**config.mk**
```make
export PLATFORM = sky130hd
export DESIGN_NAME = mc_ctrl_ws
export DESIGN_NICKNAME = d
export VERILOG_FILES = /design/src/rtl/mc_ctrl_ws.sv
export SDC_FILE = /design/constraint.sdc
export NUM_CORES = 1
export LEC_CHECK = 0
export BUFFER_PORTS_ARGS = -buffer_cell sky130_fd_sc_hd__buf_2
export CORE_MARGIN = 4
export CORE_UTILIZATION = 42
export DETAILED_ROUTE_END_ITERATION = 16
export GPL_ROUTABILITY_DRIVEN = 0
export HOLD_SLACK_MARGIN = 0.02
export PLACE_DENSITY = 0.81
export SYNTH_ARGS = -nofsm -noshare
export SYNTH_HDL_FRONTEND = slang
export SYNTH_SLANG_ARGS = --single-unit
```
**constraint.sdc**
```tcl
create_clock -name clk -period 1.6 [get_ports clk]
set_input_delay 0.16 -clock clk [delete_from_list [all_inputs] [get_ports clk]]
set_output_delay 0.16 -clock clk [all_outputs]
set_load 0.02 [all_outputs]
```
**src/rtl/mc_ctrl_ws.sv**
```systemverilog
// mc_ctrl_ws: multicycle MIPS-style control FSM with memory wait states.
// Fetch and data accesses stall until mem_ready; a stall lasting
// 2^WAIT_W-1 cycles, or an illegal instruction (EXC_EN=1), parks the
// controller in TRAP until reset.
module mc_ctrl_ws #(
    parameter int unsigned WAIT_W = 4,
    parameter bit          EXC_EN = 1'b1
) (
    input  logic       clk,
    input  logic       rst_n,
    input  logic [5:0] op,
    input  logic [5:0] funct,
    input  logic       mem_ready,
    output logic       PCWrite,
    output logic       PCWriteCond,
    output logic       IorD,
    output logic       MemRead,
    output logic       MemWrite,
    output logic       IRWrite,
    output logic       ALUSrcA,
    output logic       RegWrite,
    output logic [1:0] PCSource,
    output logic [1:0] ALUOp,
    output logic [1:0] ALUSrcB,
    output logic [1:0] RegDst,
    output logic [1:0] MemtoReg,
    output logic       trap,
    output logic       busy_wait,
    output logic [3:0] state
);

    localparam logic [3:0] FETCH  = 4'd0;
    localparam logic [3:0] DECODE = 4'd1;
    localparam logic [3:0] MEMADR = 4'd2;
    localparam logic [3:0] MEMRD  = 4'd3;
    localparam logic [3:0] MEMWB  = 4'd4;
    localparam logic [3:0] MEMWR  = 4'd5;
    localparam logic [3:0] EXEC   = 4'd6;
    localparam logic [3:0] ALUWB  = 4'd7;
    localparam logic [3:0] BEQ    = 4'd8;
    localparam logic [3:0] BNE    = 4'd9;
    localparam logic [3:0] JUMP   = 4'd10;
    localparam logic [3:0] JR     = 4'd11;
    localparam logic [3:0] JAL    = 4'd12;
    localparam logic [3:0] TRAP   = 4'd15;

    localparam logic [5:0] OP_RTYPE = 6'b000000;
    localparam logic [5:0] OP_LW    = 6'b100011;
    localparam logic [5:0] OP_SW    = 6'b101011;
    localparam logic [5:0] OP_BEQ   = 6'b000100;
    localparam logic [5:0] OP_BNE   = 6'b000101;
    localparam logic [5:0] OP_J     = 6'b000010;
    localparam logic [5:0] OP_JAL   = 6'b000011;
    localparam logic [5:0] OP_ADDI  = 6'b001000;
    localparam logic [5:0] OP_SLTI  = 6'b001010;
    localparam logic [5:0] OP_ANDI  = 6'b001100;
    localparam logic [5:0] OP_ORI   = 6'b001101;
    localparam logic [5:0] FN_JR    = 6'b001000;

    localparam logic [WAIT_W-1:0] WAIT_ALL  = '1;
    // Counter value during the last tolerated stall cycle.
    localparam logic [WAIT_W-1:0] WAIT_LAST = WAIT_ALL - WAIT_W'(1);

    logic [3:0]        state_q, state_d;
    logic [WAIT_W-1:0] wait_q, wait_d;
    logic              stall;
    logic              timeout;

    assign stall   = ((state_q == FETCH) || (state_q == MEMRD) || (state_q == MEMWR))
                     && !mem_ready;
    // This stalled cycle brings the count to all-ones: give up.
    assign timeout = stall && (wait_q == WAIT_LAST);

    // Next-state selection.
    always_comb begin
        state_d = FETCH;
        case (state_q)
            FETCH: begin
                if (timeout)        state_d = TRAP;
                else if (mem_ready) state_d = DECODE;
                else                state_d = FETCH;
            end
            DECODE: begin
                case (op)
                    OP_LW, OP_SW: state_d = MEMADR;
                    OP_BEQ:       state_d = BEQ;
                    OP_BNE:       state_d = BNE;
                    OP_J:         state_d = JUMP;
                    OP_JAL:       state_d = JAL;
                    OP_RTYPE:     state_d = (funct == FN_JR) ? JR : EXEC;
                    OP_ADDI, OP_SLTI, OP_ANDI, OP_ORI: state_d = EXEC;
                    default:      state_d = EXC_EN ? TRAP : EXEC;
                endcase
            end
            MEMADR: begin
                if (op == OP_LW)      state_d = MEMRD;
                else if (op == OP_SW) state_d = MEMWR;
                else                  state_d = FETCH;
            end
            MEMRD: begin
                if (timeout)        state_d = TRAP;
                else if (mem_ready) state_d = MEMWB;
                else                state_d = MEMRD;
            end
            MEMWR: begin
                if (timeout)        state_d = TRAP;
                else if (mem_ready) state_d = FETCH;
                else                state_d = MEMWR;
            end
            EXEC:    state_d = ALUWB;
            TRAP:    state_d = TRAP;
            default: state_d = FETCH;
        endcase
    end

    // Wait counter: counts consecutive stalled cycles within one state.
    always_comb begin
        wait_d = '0;
        if (stall && (state_d == state_q)) begin
            wait_d = wait_q + WAIT_W'(1);
        end
    end

    // State and wait-counter registers.
    always_ff @(posedge clk or negedge rst_n) begin
        if (!rst_n) begin
            state_q <= FETCH;
            wait_q  <= '0;
        end else begin
            state_q <= state_d;
            wait_q  <= wait_d;
        end
    end

    // Moore outputs decoded from state; only fetch strobes and busy_wait see mem_ready.
    always_comb begin
        PCWrite     = 1'b0;
        PCWriteCond = 1'b0;
        IorD        = 1'b0;
        MemRead     = 1'b0;
        MemWrite    = 1'b0;
        IRWrite     = 1'b0;
        ALUSrcA     = 1'b0;
        RegWrite    = 1'b0;
        PCSource    = 2'b00;
        ALUOp       = 2'b00;
        ALUSrcB     = 2'b00;
        RegDst      = 2'b00;
        MemtoReg    = 2'b00;
        trap        = 1'b0;
        case (state_q)
            FETCH: begin
                MemRead = 1'b1;
                ALUSrcB = 2'b01;
                IRWrite = mem_ready;
                PCWrite = mem_ready;
            end
            DECODE: ALUSrcB = 2'b11;
            MEMADR: begin
                ALUSrcA = 1'b1;
                ALUSrcB = 2'b10;
            end
            MEMRD: begin
                MemRead = 1'b1;
                IorD    = 1'b1;
            end
            MEMWB: begin
                RegWrite = 1'b1;
                MemtoReg = 2'b01;
            end
            MEMWR: begin
                MemWrite = 1'b1;
                IorD     = 1'b1;
            end
            EXEC: begin
                ALUSrcA = 1'b1;
                ALUOp   = 2'b10;
                ALUSrcB = (op == OP_RTYPE) ? 2'b00 : 2'b10;
            end
            ALUWB: begin
                RegWrite = 1'b1;
                RegDst   = (op == OP_RTYPE) ? 2'b01 : 2'b00;
            end
            BEQ, BNE: begin
                ALUSrcA     = 1'b1;
                ALUOp       = (state_q == BEQ) ? 2'b01 : 2'b11;
                PCWriteCond = 1'b1;
                PCSource    = 2'b01;
            end
            JUMP: begin
                PCWrite  = 1'b1;
                PCSource = 2'b10;
            end
            JR: begin
                PCWrite  = 1'b1;
                PCSource = 2'b11;
            end
            JAL: begin
                PCWrite  = 1'b1;
                PCSource = 2'b10;
                RegWrite = 1'b1;
                RegDst   = 2'b10;
                MemtoReg = 2'b10;
            end
            TRAP:    trap = 1'b1;
            default: ;
        endcase
    end

    assign busy_wait = stall;
    assign state     = state_q;

endmodule
```
**Yosys cells after proc, flatten, opt, wreduce, memory -nomap -nowiden**

Cells that the tools add are included.

- Register bits: 8
- Logic and storage cells: 75

- Add/sub/neg operators: 1
- Equality and inequality tests: 26
- Mux-type cells: 29
- Reductions and logical operators: 17

Operators by type and width:

| kind | number |
|---|---|
| $pmux 4 s7 | 2 |
| $eq 6x4->1 const B | 5 |
| $eq 4x4->1 const B | 7 |
| $mux 4 | 5 |
| $eq 4x3->1 const B | 4 |
| $eq 6x2->1 const B | 2 |
| $eq 6x3->1 const B | 2 |
| $eq 6x6->1 const B | 2 |
| $mux 3 | 4 |
| $pmux 2 s2 | 3 |
| $mux 1 | 10 |
| $reduce_or 2->1 | 5 |
| $eq 4x2->1 const B | 2 |
| $pmux 2 s4 | 1 |
| $reduce_or 4->1 | 2 |
| $logic_not 6->1 | 1 |
| $pmux 2 s3 | 1 |
| $reduce_or 3->1 | 2 |
| $add 4x1->4 const B | 1 |
| $eq 4x1->1 const B | 1 |
| $eq 4x4->1 | 1 |
| $logic_not 4->1 | 1 |
| $mux 2 | 2 |
| $logic_and 1x1->1 | 3 |
| 3 further kinds | 4 |

**Longest topological paths before layout**

Gate-level depths: netlist of the first run.

- Depth in word-level cells: 10
- Depth in mapped cells: 7
- Gate-level depth less buffers: 7

**Worst setup path after synthesis of the first run**

OpenSTA, ideal clock, no wires.

- Kind: register -> output
- Start point: register state_q[1] (netlist: state[1])
- End point: output port IorD
- Arrival: 1609 ps
- Setup slack: -169 ps
- Stages on the path, launching flop included: 5
- Path buffers: 2
- Path through: dfrtp_1 clkbuf_1 buf_2 xnor2_1 nor3b_1

- Longest elaborated chain between the ends: 3
- Elaborated cells between the ends (all ways): 4

RTL lines:

| element | line | source |
|---|---|---|
| from (decl) | 64 | `logic [3:0] state_q, state_d;` |
| from (signal assigned) | 130 | `state_q <= state_d;` |
| $eq 4x2->1 / $eq 4x3->1 (equally long branches) | 151 | `case (state_q)` |
| $reduce_or 2->1 (no source line) * | - |  |
| $mux 1 * | 151 |  |
| to (decl) | 16 | `output logic IorD,` |

Mark *: on every way between the ends. The rest lies on a longest branch, timed or not.

**Worst setup path after layout of the first run**

- Start point: register state_q[0] (netlist: state[0])
- End point: output port PCSource[0]

- Longest elaborated chain between the ends: 3
- Elaborated cells between the ends (all ways): 8

RTL lines:

| element | line | source |
|---|---|---|
| $eq 4x4->1 | 151 |  |
| $reduce_or 2->1 (on tied branches) | - |  |
| $pmux 2 s3 * | 151 |  |
| to (decl) | 22 | `output logic [1:0] PCSource,` |

Marked as above.

==> run metrics, run 1 <==
busiest grt layer=met2; post-detail-place hpwl=around 2 mm; n_diodes=0; Most used DFF post-synth=dfrtp_1; Post-Syn Area=873 sq um; Post-synth top cells=nor2_1 (16), nand2_1 (12), dfrtp_1 (8); Final ANT Viol Nets=0; area leader, netlist=dfrtp_1; grt ovf=0; Max Fclk=0.600 GHz; pin count of the biggest net entering global routing=12; Period minus WS final=1.67 ns; critical path type=reg -> out; Vias/cell=5.70; critical path startpoint category=register; fillers=roughly 160; number of global-route vias before repair=1,018; nets@finish=193; max-slew violation count=0; # rows=16; H-tree depth=1; Critical Path End Type=output port; chip height=approximately 54 um; CP Data Arrival Time=approximately 1.5 ns; worst skew pair latency=0.25 ns; Worst Skew=0.0102 ns; # DRC=0; proportion of layout cells with a drive suffix above 1=0.480; Rel. slew slack=0.766; Routed WL=2.91 mm; die area=2870 sq um; DP Cell Count=189; sequential share of the synthesized area=0.229; synthesized area per cell=7.16 sq um; PD cells=approximately 1900 nW/um^2; top-count cell post-synth=nor2_1; Peak VDD IR=989 uV; Initial Util=0.445; first-pass iteration count of the detailed router=4; Register Area=205 sq um; # IOs=39; PnR worst setup slack=-0.0678 ns; RSZ-0062 raised after global routing=yes; worst-margin pin slew=0.346 ns; routing usage on met2=0.367; Worst Hold Class=in -> async; Synth Register Bits=8; Die Wd=53.6 um; Post-synth EDFFs=0; Worst-path clk slew=about 0.06 ns; failing checks=negative setup slack; port buffer count=38; core area=1960 sq um; top post-synthesis cells by area=dfrtp_1 (23%), nor2_1 (6.9%), nand2_1 (5.2%); Tot GR Track Use=0.210; clk buf depth=2; fin util=0.710; number of warning messages in the yosys log=0; Setup Viol. Count Final=4; grt met1 use=0.257; CP max FO=9; Max Cap Viol=0; via count=1,151; Multi-input gate area=752 sq um; Iter 0 DRT Violations=41; Worst Path Required=between 1 and 1.5 ns; Synth Instances=122; Synth-to-Final Area Change=59.5%; period utilization=1.04; Place WS=-0.0106 ns; Async S/R FF share, synth=1.00; Root Driver=clkbuf_4; Final Hold Viols=0; antenna violations before repair=0; Yosys top cell area share=0.229; Synthesized Nets=about 140; fin cells=202; drt wl/cell=between 10 and 15 um; CTS sink count=8; status=complete, but fails checks; global-route wire length before repair=4.48 mm; CTS tree=yes; leakage power=0.673 nW; Global Route met3 Usage=0.0416; Yosys cell types=41; CTS buffer count=3
==> cell type report <==
type / count / share of cell area
clock buffer: 4 / 0.0189
multi-input combinational: 104 / 0.540
timing repair buffer: 56 / 0.261
tap: 27 / 0.0243
inverter: 3 / 0.00809
sequential: 8 / 0.147
==> flip-flops by register name (all words and copies together) (netlist names) <==
name    cells
state       4
wait_q      4
==> worst paths after layout <==
path / to / from / cells after the start / slack [ns]
max: PCSource[0] / state[0] / 4 / -0.07
min: wait_q[3] / rst_n / 2 / 0.28
min reg2reg: wait_q[0] / wait_q[0] / 1 / 0.49
min in group clk: state[2] / op[4] / 3 / 0.29
max in group asynchronous: state[1] / rst_n / 2 / 1.13
max reg2reg: state[3] / state[0] / 5 / 0.01
==> where the power goes <==
group	total [W]	switching, W	leakage, nW	internal [W]
Sequential	0.000382	0.000105	0.101	0.000277
Combinational	0.00214	0.00116	0.557	0.000980
Clock	0.000167	0.0000714	0.0150	0.0000956
==> logic make-up after synthesis <==
family                   synth area share
AO/OA/AOI/OAI                       0.228
XOR/XNOR                           0.0401
adder cells (fa/ha/maj)            0.0286
buffers and inverters              0.0501
flip-flops                          0.229
multiplexers                       0.0244
AND/OR/NAND/NOR                     0.400
==> worst max-delay path, stage by stage (launching register included) <==
cell,delay [ns]
dfrtp_2,0.45
buf_4,0.22
nand2b_4,0.17
nor2b_1,0.20
buf_2,0.22
==> metrics by stage <==
stage	hold WS [ns]	TNS [ns]	power [W]	area, sq um
floorplan	-0.136	0	0.00143	886
global placement	0.00459	0	0.00192	1140
detailed placement	0.0102	-0.0106	0.00195	1140
CTS	0.247	-0.0476	0.00239	1290
global route	0.282	-1.01	0.00289	1390
finish	0.277	-0.113	0.00269	1390
==> cells in the final DEF, fill, tap and decap left out, drive strengths merged, types with 2 or more instances in the layout <==
cell type / instances
nor2b: 6
nand2: 12
or2: 2
nand3: 3
o22ai: 2
nor3: 6
inv: 3
o21ai: 7
xnor2: 3
dfrtp: 8
nand4: 2
nand2b: 7
and3b: 2
nor2: 16
a21oi: 6
buf: 55
ha: 2
o31ai: 2
nor3b: 2
and3: 3
clkbuf: 4
a31oi: 3
==> metal layers <==
layer | vias to the layer above | share of wire
met3 | 8 | 0.071
met4 | 0 | 0.026
met1 | 525 | 0.40
met2 | 63 | 0.50
met5 | - | 0
li1 | 555 | -
==> what timing repair did <==
action | 4_1_cts | 5_1_grt
resized for setup | 19 | 19
endpoints found under the hold margin | 8 | 0
pin swaps | 1 | 4
endpoints found under the setup margin | 9 | 22
cloned | 0 | 0
hold buffers | 1 | 0
setup buffers | 5 | 3
(Power assumes the default switching activity.)
==> run 2: changes to the inputs <==
PLACE_DENSITY = 0.75   (was 0.81)
==> run 2 against run 1 <==
Effect of this change: the flow still finishes with violations (negative setup slack); worst setup slack gained 0.019 ns; non-clock buffer count shrank 2; maximum frequency grew 1.1%; via count grew 0.78%; clock-buffer cell count is the same; clock power is essentially flat; utilization grew 1.6 points.
==> run metrics, run 2 (synthesis results as in run 1) <==
status=complete, but fails checks; failing checks=negative setup slack; # rows=16 (unchanged); Rel. slew slack=0.730 (-0.0361); CTS buffer count=3 (unchanged); Worst Hold Class=in -> async; core area=1960 sq um (unchanged); pin count of the biggest net entering global routing=13 (+1); most frequent cells in the layout=buf_2 (29), nor2_1 (13), buf_4 (13), nand2_1 (11), buf_6 (11); Max Fclk=0.606 GHz (+1.1%); clk buf depth=2 (unchanged); Final ANT Viol Nets=0 (unchanged); proportion of layout cells with a drive suffix above 1=0.497 (+0.0171); Routed WL=3.04 mm (+4.4%); Die Wd=53.6 um (unchanged); antenna violations before repair=0 (unchanged); Multi-input gate area=771 sq um (+2.5%); CTS sink count=8 (unchanged); via count=1,160 (+0.78%); Global Route met3 Usage=0.0554 (+0.0139); Root Driver=clkbuf_4; CP max FO=7 (-2); worst-margin pin slew=0.402 ns (+0.0559 ns); grt met1 use=0.258 (+0.000387); Tot GR Track Use=0.220 (+0.00949); Initial Util=0.445 (unchanged); routing usage on met2=0.392 (+0.0245); CP Data Arrival Time=1.49 ns (-0.02 ns); PnR worst setup slack=-0.0491 ns (+0.0187 ns); drt wl/cell=15.2 um (+5.4%); critical path type=reg -> out; Iter 0 DRT Violations=33 (-20%); Worst Path Required=1.44 ns (about the same); Period minus WS final=1.65 ns (-0.0187 ns); Synth-to-Final Area Change=63.0%; chip height=53.6 um (unchanged); Placed Instance Area=1130 sq um (-0.66%); number of global-route vias before repair=1,063 (+4.4%); Worst-path clk slew=0.06 ns (about the same); n_diodes=0 (unchanged); # IOs=39 (unchanged); Vias/cell=5.80 (+1.8%); slowest CP cell=dfrtp_2; nets@finish=191 (-1.0%); leakage power=0.663 nW (-1.4%); most common cell after layout, fill and taps aside=buf_2; Worst Skew=0.00769 ns (-0.00248 ns); die area=2870 sq um (unchanged); Peak VDD IR=1150 uV (+16%); worst skew pair latency=0.26 ns (about the same); Register Area=205 sq um (unchanged); grt ovf=0 (unchanged); max-slew violation count=0 (unchanged); Setup Viol. Count Final=6 (+2); period utilization=1.03 (-0.0117); Max Cap Viol=0 (unchanged); CTS tree=yes; worst path cell trace=nand2b_4 > nand2_2 > mux2_4 > nor3_2 > buf_4; Final Cell Area=1420 sq um (+2.2%); PD cells=1970 nW/um^2 (+1.8%); H-tree depth=1 (unchanged); fin cells=200 (-0.99%); # DRC=0 (unchanged); first-pass iteration count of the detailed router=4 (unchanged); critical path startpoint category=register; busiest grt layer=met2; post-detail-place hpwl=2.05 mm (+3.0%); Crit path largest cell delay=0.45 ns (about the same); RSZ-0062 raised after global routing=yes; port buffer count=38 (unchanged); fin util=0.726 (+0.0159); fillers=171 (+8.9%); Final Hold Viols=0 (unchanged); DP Cell Count=188 (-0.53%); Critical Path End Type=output port; global-route wire length before repair=4.69 mm (+4.8%)
==> run 2: per-stage QoR <==
step | TNS [ns] | worst slack, ns | hold WS [ns] | power, W
finish | -0.147 | -0.0491 | 0.267 | 0.00280
CTS | -0.0348 | -0.0156 | 0.247 | 0.00247
global placement | 0 | 0.0682 | 0.00936 | 0.00191
floorplan | 0 | 0.000570 | -0.136 | 0.00143
detailed placement | 0 | 0.0184 | 0.00621 | 0.00195
global route | -0.947 | -0.140 | 0.261 | 0.00297
==> run 2: worst max-delay path, delay by kind of cell, from the launching register on <==
kind	cells	cell delay, ns
muxes	1	0.28
DFF	1	0.45
buffers and inverters	1	0.16
and+or+nand+nor	3	0.34
==> run 2: worst paths after layout <==
path / startpoint / end / slack (ns) / cells after the start
max reg2reg: state[0] / state[3] / -0.02 / 5
max: state[0] / busy_wait / -0.05 / 5
min in group clk: op[4] / state[2] / 0.28 / 3
min reg2reg: wait_q[0] / wait_q[0] / 0.49 / 1
max in group asynchronous: rst_n / state[1] / 1.15 / 2
min: rst_n / wait_q[0] / 0.27 / 2
==> run 2: layout make-up <==
type	instances	share of cell area
multi-input combinational	104	0.541
sequential	8	0.144
clock buffer	4	0.0185
timing repair buffer	54	0.264
tap	27	0.0237
inverter	3	0.00791
==> run 2: power by group <==
part,internal [W],switching (W),leakage [nW]
Sequential,0.000277,0.000131,0.101
Combinational,0.00102,0.00120,0.547
Clock,0.0000957,0.0000737,0.0150
Total,0.00140,0.00141,0.663
==> run 2: per-layer routing <==
layer	vias up	wire (um)
met4	0	70
met5	-	0
met3	8	234
li1	552	-
met2	62	1530
met1	538	1200
==> run 2: repair_timing <==
| item | CTS | global route |
|---|---|---|
| buffers inserted | 5 | 2 |
| endpoints found under the setup margin | 7 | 23 |
| hold buffers | 1 | 0 |
| resized for setup | 26 | 24 |
| endpoints found under the hold margin | 8 | 0 |
| pin swaps | 2 | 6 |
